**src/rtl/phone_command_rx_if.sv**
```systemverilog
// UART-side handshake between the phone command receiver and its byte-level UART.
// The slave modport is the command receiver; master is the UART (or a bench standing in for it).
interface phone_command_rx_if;
  logic       received;
  logic [7:0] rx_byte;
  logic       is_transmitting;
  logic       transmit;
  logic [7:0] tx_byte;

  modport master (
    output received, rx_byte, is_transmitting,
    input  transmit, tx_byte
  );

  modport slave (
    input  received, rx_byte, is_transmitting,
    output transmit, tx_byte
  );
endinterface

```
**src/rtl/phone_command_rx.sv**
```systemverilog
// Parses SYNC/CMD/DH/DL/CHK packets from the phone, updates the motor command outputs
// and answers each packet (or inter-byte timeout) with a one-byte ACK/NAK.
module phone_command_rx #(
  parameter int unsigned TIMEOUT_CYCLES = 5000000,
  parameter logic [7:0]  SYNC_BYTE      = 8'hA5
) (
  input  logic                    CLOCK_50,
  input  logic                    reset,
  phone_command_rx_if.slave       uart,
  output logic [9:0]              SpeedSetpoint,
  output logic [1:0]              Mode,
  output logic                    Stop,
  output logic                    CmdValid,
  output logic                    CmdError
);
  localparam logic [7:0] ACK = 8'h06;
  localparam logic [7:0] NAK = 8'h15;
  localparam int TW = $clog2(TIMEOUT_CYCLES + 1);
  localparam logic [TW-1:0] TIMEOUT_LAST = TW'(TIMEOUT_CYCLES - 1);

  typedef enum logic [2:0] {IDLE, GET_CMD, GET_DH, GET_DL, GET_CHK} parseState_t;

  parseState_t   state;
  logic [TW-1:0] timeoutCount;
  logic [7:0]    cmdByte;
  logic [7:0]    dataHigh;
  logic [7:0]    dataLow;
  logic          pending;
  logic [7:0]    pendingByte;
  logic          transmitReg;
  logic [7:0]    txByteReg;

  logic timeoutHit;
  logic packetDone;
  logic chkOk;
  logic cmdKnown;
  logic accept;
  logic reject;

  // A byte arriving in the same cycle as the timeout wins, hence the !received term.
  always_comb begin
    timeoutHit = (state != IDLE) && !uart.received && (timeoutCount == TIMEOUT_LAST);
    packetDone = (state == GET_CHK) && uart.received;
    chkOk      = (uart.rx_byte == (cmdByte ^ dataHigh ^ dataLow));
    cmdKnown   = (cmdByte == 8'h01) || (cmdByte == 8'h02) || (cmdByte == 8'h03);
    accept     = packetDone && chkOk && cmdKnown;
    reject     = (packetDone && !(chkOk && cmdKnown)) || timeoutHit;
  end

  always_ff @(posedge CLOCK_50) begin
    if (reset) begin
      state         <= IDLE;
      timeoutCount  <= '0;
      cmdByte       <= 8'h00;
      dataHigh      <= 8'h00;
      dataLow       <= 8'h00;
      pending       <= 1'b0;
      pendingByte   <= 8'h00;
      transmitReg   <= 1'b0;
      txByteReg     <= 8'h00;
      SpeedSetpoint <= 10'd0;
      Mode          <= 2'b00;
      Stop          <= 1'b1;
      CmdValid      <= 1'b0;
      CmdError      <= 1'b0;
    end else begin
      CmdValid <= accept;
      CmdError <= reject;

      if (uart.received || state == IDLE || timeoutHit)
        timeoutCount <= '0;
      else
        timeoutCount <= timeoutCount + 1'b1;

      if (timeoutHit) begin
        state <= IDLE;
      end else if (uart.received) begin
        // SYNC_BYTE only matters in IDLE; inside a packet it is ordinary data.
        case (state)
          IDLE:    if (uart.rx_byte == SYNC_BYTE) state <= GET_CMD;
          GET_CMD: begin cmdByte  <= uart.rx_byte; state <= GET_DH;  end
          GET_DH:  begin dataHigh <= uart.rx_byte; state <= GET_DL;  end
          GET_DL:  begin dataLow  <= uart.rx_byte; state <= GET_CHK; end
          default: state <= IDLE;
        endcase
      end

      if (accept) begin
        case (cmdByte)
          8'h01: begin
            SpeedSetpoint <= {dataHigh[1:0], dataLow};
            Stop          <= 1'b0;
          end
          8'h02:   Mode <= dataLow[1:0];
          8'h03: begin
            Stop          <= 1'b1;
            SpeedSetpoint <= 10'd0;
          end
          default: ;
        endcase
      end

      // The !transmitReg term forces an idle cycle so the UART can raise is_transmitting.
      transmitReg <= 1'b0;
      if (pending && !uart.is_transmitting && !transmitReg) begin
        transmitReg <= 1'b1;
        txByteReg   <= pendingByte;
        pending     <= 1'b0;
      end
      // A fresh result overrides the launch above: latest result wins the single slot.
      if (accept || reject) begin
        pending     <= 1'b1;
        pendingByte <= accept ? ACK : NAK;
      end
    end
  end

  assign uart.transmit = transmitReg;
  assign uart.tx_byte  = txByteReg;
endmodule

```
**src/flat_wrapper.sv**
```systemverilog
// flat-port wrapper written by rule: the top's interface ports become plain ports
module phone_command_rx_flat 
#(
  parameter int unsigned TIMEOUT_CYCLES = 5000000,
  parameter logic [7:0]  SYNC_BYTE      = 8'hA5
)
  (CLOCK_50, reset, SpeedSetpoint, Mode, Stop, CmdValid, CmdError, uart_received, uart_rx_byte, uart_is_transmitting, uart_transmit, uart_tx_byte);
  phone_command_rx_if uart_i ();
  input  logic CLOCK_50;
  input  logic reset;
  output logic [9:0] SpeedSetpoint;
  output logic [1:0] Mode;
  output logic Stop;
  output logic CmdValid;
  output logic CmdError;
  input wire logic [$bits(uart_i.received)-1:0] uart_received;
  input wire logic [$bits(uart_i.rx_byte)-1:0] uart_rx_byte;
  input wire logic [$bits(uart_i.is_transmitting)-1:0] uart_is_transmitting;
  output wire logic [$bits(uart_i.transmit)-1:0] uart_transmit;
  output wire logic [$bits(uart_i.tx_byte)-1:0] uart_tx_byte;
  assign uart_i.received = uart_received;
  assign uart_i.rx_byte = uart_rx_byte;
  assign uart_i.is_transmitting = uart_is_transmitting;
  assign uart_transmit = uart_i.transmit;
  assign uart_tx_byte = uart_i.tx_byte;
  phone_command_rx #(.TIMEOUT_CYCLES(TIMEOUT_CYCLES), .SYNC_BYTE(SYNC_BYTE)) u_core (.CLOCK_50(CLOCK_50), .reset(reset), .uart(uart_i), .SpeedSetpoint(SpeedSetpoint), .Mode(Mode), .Stop(Stop), .CmdValid(CmdValid), .CmdError(CmdError));
endmodule
```
**config.mk**
```make
export PLATFORM = sky130hd
export DESIGN_NAME = phone_command_rx_flat
export DESIGN_NICKNAME = d
export VERILOG_FILES = /design/src/rtl/phone_command_rx_if.sv /design/src/rtl/phone_command_rx.sv /design/src/flat_wrapper.sv
export SDC_FILE = /design/constraint.sdc
export NUM_CORES = 1
export LEC_CHECK = 0
export BUFFER_PORTS_ARGS = -buffer_cell sky130_fd_sc_hd__buf_2
export CAP_MARGIN = 30
export CORE_MARGIN = 2
export CORE_UTILIZATION = 50
export DETAILED_ROUTE_END_ITERATION = 8
export PLACE_DENSITY = 0.7
export SETUP_SLACK_MARGIN = 0.02
export SKIP_LAST_GASP = 1
export SLEW_MARGIN = 25
export SYNTH_ARGS = -nofsm -noshare
export SYNTH_HDL_FRONTEND = slang
export SYNTH_SLANG_ARGS = --single-unit
```
**constraint.sdc**
```tcl
create_clock -name CLOCK_50 -period 4.43 [get_ports CLOCK_50]
set_input_delay 0.443 -clock CLOCK_50 [delete_from_list [all_inputs] [get_ports CLOCK_50]]
set_output_delay 0.443 -clock CLOCK_50 [all_outputs]
set_load 0.01 [all_outputs]
```
==> results.cfg <==
[setup_path]
crit_required_ps = 4690
r2r_cells = 5
cpPeakStageDelay_ps = 510
ff2ff_setup_slack_ps = 2340
r2r-start = u_core.dataLow[0]$_SDFFE_PP0P_
critPathMaxFanout = 11
end_kind = register
crit_buf_inv = 0
start_kind = register
worstPathArrival_ps = 2340
reg2reg_to = u_core.Stop$_SDFFE_PP1P_
worst_path_max_delay_cell = nand4_2
critical-path-top-delay-family = simple AND/OR/NAND/NOR gates
worst-setup-path-type = reg -> reg
path_cells = xor2_1, xnor2_1, nor4_4, nand4_2, mux2i_1

[clocking]
clock_sinks = 73
htree_levels = 3
clk_pin_slew_ps = 70
cts_max_path_buffers = 2
root_buffer = clkbuf_8
cts_setup_buffers = 0
cts.repair.resized = 0
holdBufCountCts = 0
numCtsBuffers = 9
tritoncts = done
worstSkewPairLatency_ps = 340

[flow_run]
max_cap_viol_count = 0

[final_layout]
drive_above_1_share_pct = 16.8
fin_nets = 419
final_common_cell = dfxtp_1
diodes = 0
fin_cells = 488
postLayoutCellArea_sq_mm = 0.00376
areaGrowthSynthToFinish_pct = 12.9
mostFrequentLayoutCells = 73 x dfxtp_1, 58 x nand2_1, 38 x nor2_1

[floorplan]
rows = 29
die_y_um = 85.7
num_io_pins = 36
core_region_area_sq_mm = 0.00639
die-area_sq_mm = 0.00734
die_x_um = 85.7
initial_core_util_pct = 52.2

[sta]
min_period_over_period_pct = 47.1
finalCriticalPeriod_ps = 2090
setup_viol = 0
rsz0062_at_grt = false
relSlewSlack_pct = 40.1
finalSetupTns_ps = 0
timing.final.hold_violations = 0
skew_ps = 7.06
max_freq_ghz = 0.479
worstMarginPinSlew_ps = 898
slew_violations = 0

[placed_design]
routabilityCongestion = 0.788
placed_cells = 471
placed_area_sq_mm = 0.00350
io_buffers = 31
dp_hpwl_um = 4540

[drt]
wl_per_cell_um = 13.6
drt_wl_total_um = 6630
drtIter0Drc = 113
vias_per_cell = 5.27
vias = 2570
postRouteAntennaNets = 0
drc_errors = 0
drtPass1Iterations = 4

[yosys]
yosysUniqueCellTypes = 43
ys_seq_elements = 73
synth_top_area_share_pct = 43.8
ys_warn_count = 0
async_reset_ff_share_pct = 0
synth_top_area_cell = dfxtp_1
synth_enable_flop_cells = 0
synth.cell_area_sq_mm = 0.00333
synthCells = 382
ys_seq_area_share_pct = 43.8
synthTopCellsByArea = dfxtp_1 44%, nand2_1 6.5%, xnor2_1 6.3%
syn_area_per_cell_sq_um = 8.73
dominantRegCellSynth = dfxtp_1

[grt]
grt_max_degree = 63
grt_util_all_layers_pct = 19.3
gr-total-overflow = 0
grt_pass1_wl_um = 11300
antenna_found_initial = 0
grt_pass1_vias = 2402

[pwr]
ir_drop_mv = 0.236
power_uw = 1320
power.density_mw_per_mm2 = 351
p_leak_uw = 0.00142

[worst_hold_path]
hold_path.class = in -> reg
holdPathEnd = u_core.dataLow[3]$_SDFFE_PP0P_
hold-path-cell-count = 3
hold_path_startpoint = uart_rx_byte[3]

[outcome]
outcome = complete, no violations
metal layers:
layer | vias to the layer above | global-route usage (%) | share of wire [%] | wire length (um)
met1 | 1198 | 25.7 | 48 | 3210
met5 | - | 0 | 0 | 0
met4 | 0 | 6.35 | 1.0 | 66
li1 | 1323 | - | - | -
met2 | 40 | 30.3 | 46 | 3070
met3 | 9 | 5.68 | 4.3 | 285
registers in the layout, indices dropped and copies added (netlist names), 2 cells and up:
signal	flops
u_core.timeoutCount	23
u_core.SpeedSetpoint	10
u_core.cmdByte	8
u_core.dataHigh	8
u_core.dataLow	8
u_core.pendingByte	3
u_core.state	3
u_core.uart.tx_byte	3
u_core.Mode	2
worst max path at each step:
stage | start | endpoint | slack, ps | cells after the start
floorplan | uart_rx_byte[0] | u_core.Stop$_SDFFE_PP1P_ | 2720 | 6
global placement | uart_rx_byte[0] | u_core.SpeedSetpoint[2]$_SDFFE_PP0P_ | 2240 | 6
detailed placement | uart_rx_byte[0] | u_core.Stop$_SDFFE_PP1P_ | 2160 | 6
CTS | u_core.dataLow[0]$_SDFFE_PP0P_ | u_core.Stop$_SDFFE_PP1P_ | 2340 | 5
global route | u_core.dataLow[0]$_SDFFE_PP0P_ | u_core.SpeedSetpoint[7]$_SDFFE_PP0P_ | 2120 | 5
finish | u_core.dataLow[0]$_SDFFE_PP0P_ | u_core.Stop$_SDFFE_PP1P_ | 2340 | 5
logic make-up (layout without fill, tap and decap cells):
group	Yosys count	after routing	synth area share (%)
mux	16	16	4.88
other cells	1	4	0.112
compound gates	38	38	6.38
flops	73	73	43.8
xor+xnor	43	43	11.7
buf+inv	28	54	3.94
fa+ha+maj	1	1	0.375
simple gates	182	182	28.8
Yosys cell counts (4+ instances only):
cell,number
and3_1,5
dfxtp_1,73
or3b_2,10
nand2b_1,12
a21oi_1,29
nand4_1,10
and2_1,7
inv_1,6
nor2_1,38
nand3_1,8
mux2i_1,14
clkbuf_1,16
xor2_1,18
nor2b_1,4
nand2_1,58
nor3_1,10
xnor2_1,24
buf_4,5
worst reg2reg max path, delay by kind of cell (launching register included):
kind / cells / cell delay [ps]
flip-flops: 1 / 430
XOR/XNOR: 2 / 310
multiplexers: 1 / 290
AND/OR/NAND/NOR: 2 / 980
power breakdown:
group | internal [uW] | switching, uW | total [uW]
combinational | 13.8 | 23.2 | 37.0
clock | 387 | 241 | 627
sequential | 656 | 0.148 | 656
final cells by class:
cell class / instances / area, sq um
clock buffers: 10 / 138
clock inverters: 6 / 105
fillers: 566 / 2620
inverters: 6 / 22.5
multi-input cells: 284 / 1770
flip-flops and latches: 73 / 1460
well taps: 77 / 96.3
repair buffers: 32 / 175
metrics by stage:
step / utilization [%] / hold slack (ps) / setup slack, ps
floorplan: - / 413 / 2720
global placement: 54.8 / 427 / 2240
detailed placement: 54.8 / 437 / 2160
CTS: 58.6 / 365 / 2340
global route: 59.0 / 380 / 2120
finish: 59.0 / 382 / 2340
No activity file was read; power rests on OpenSTA's default activity.
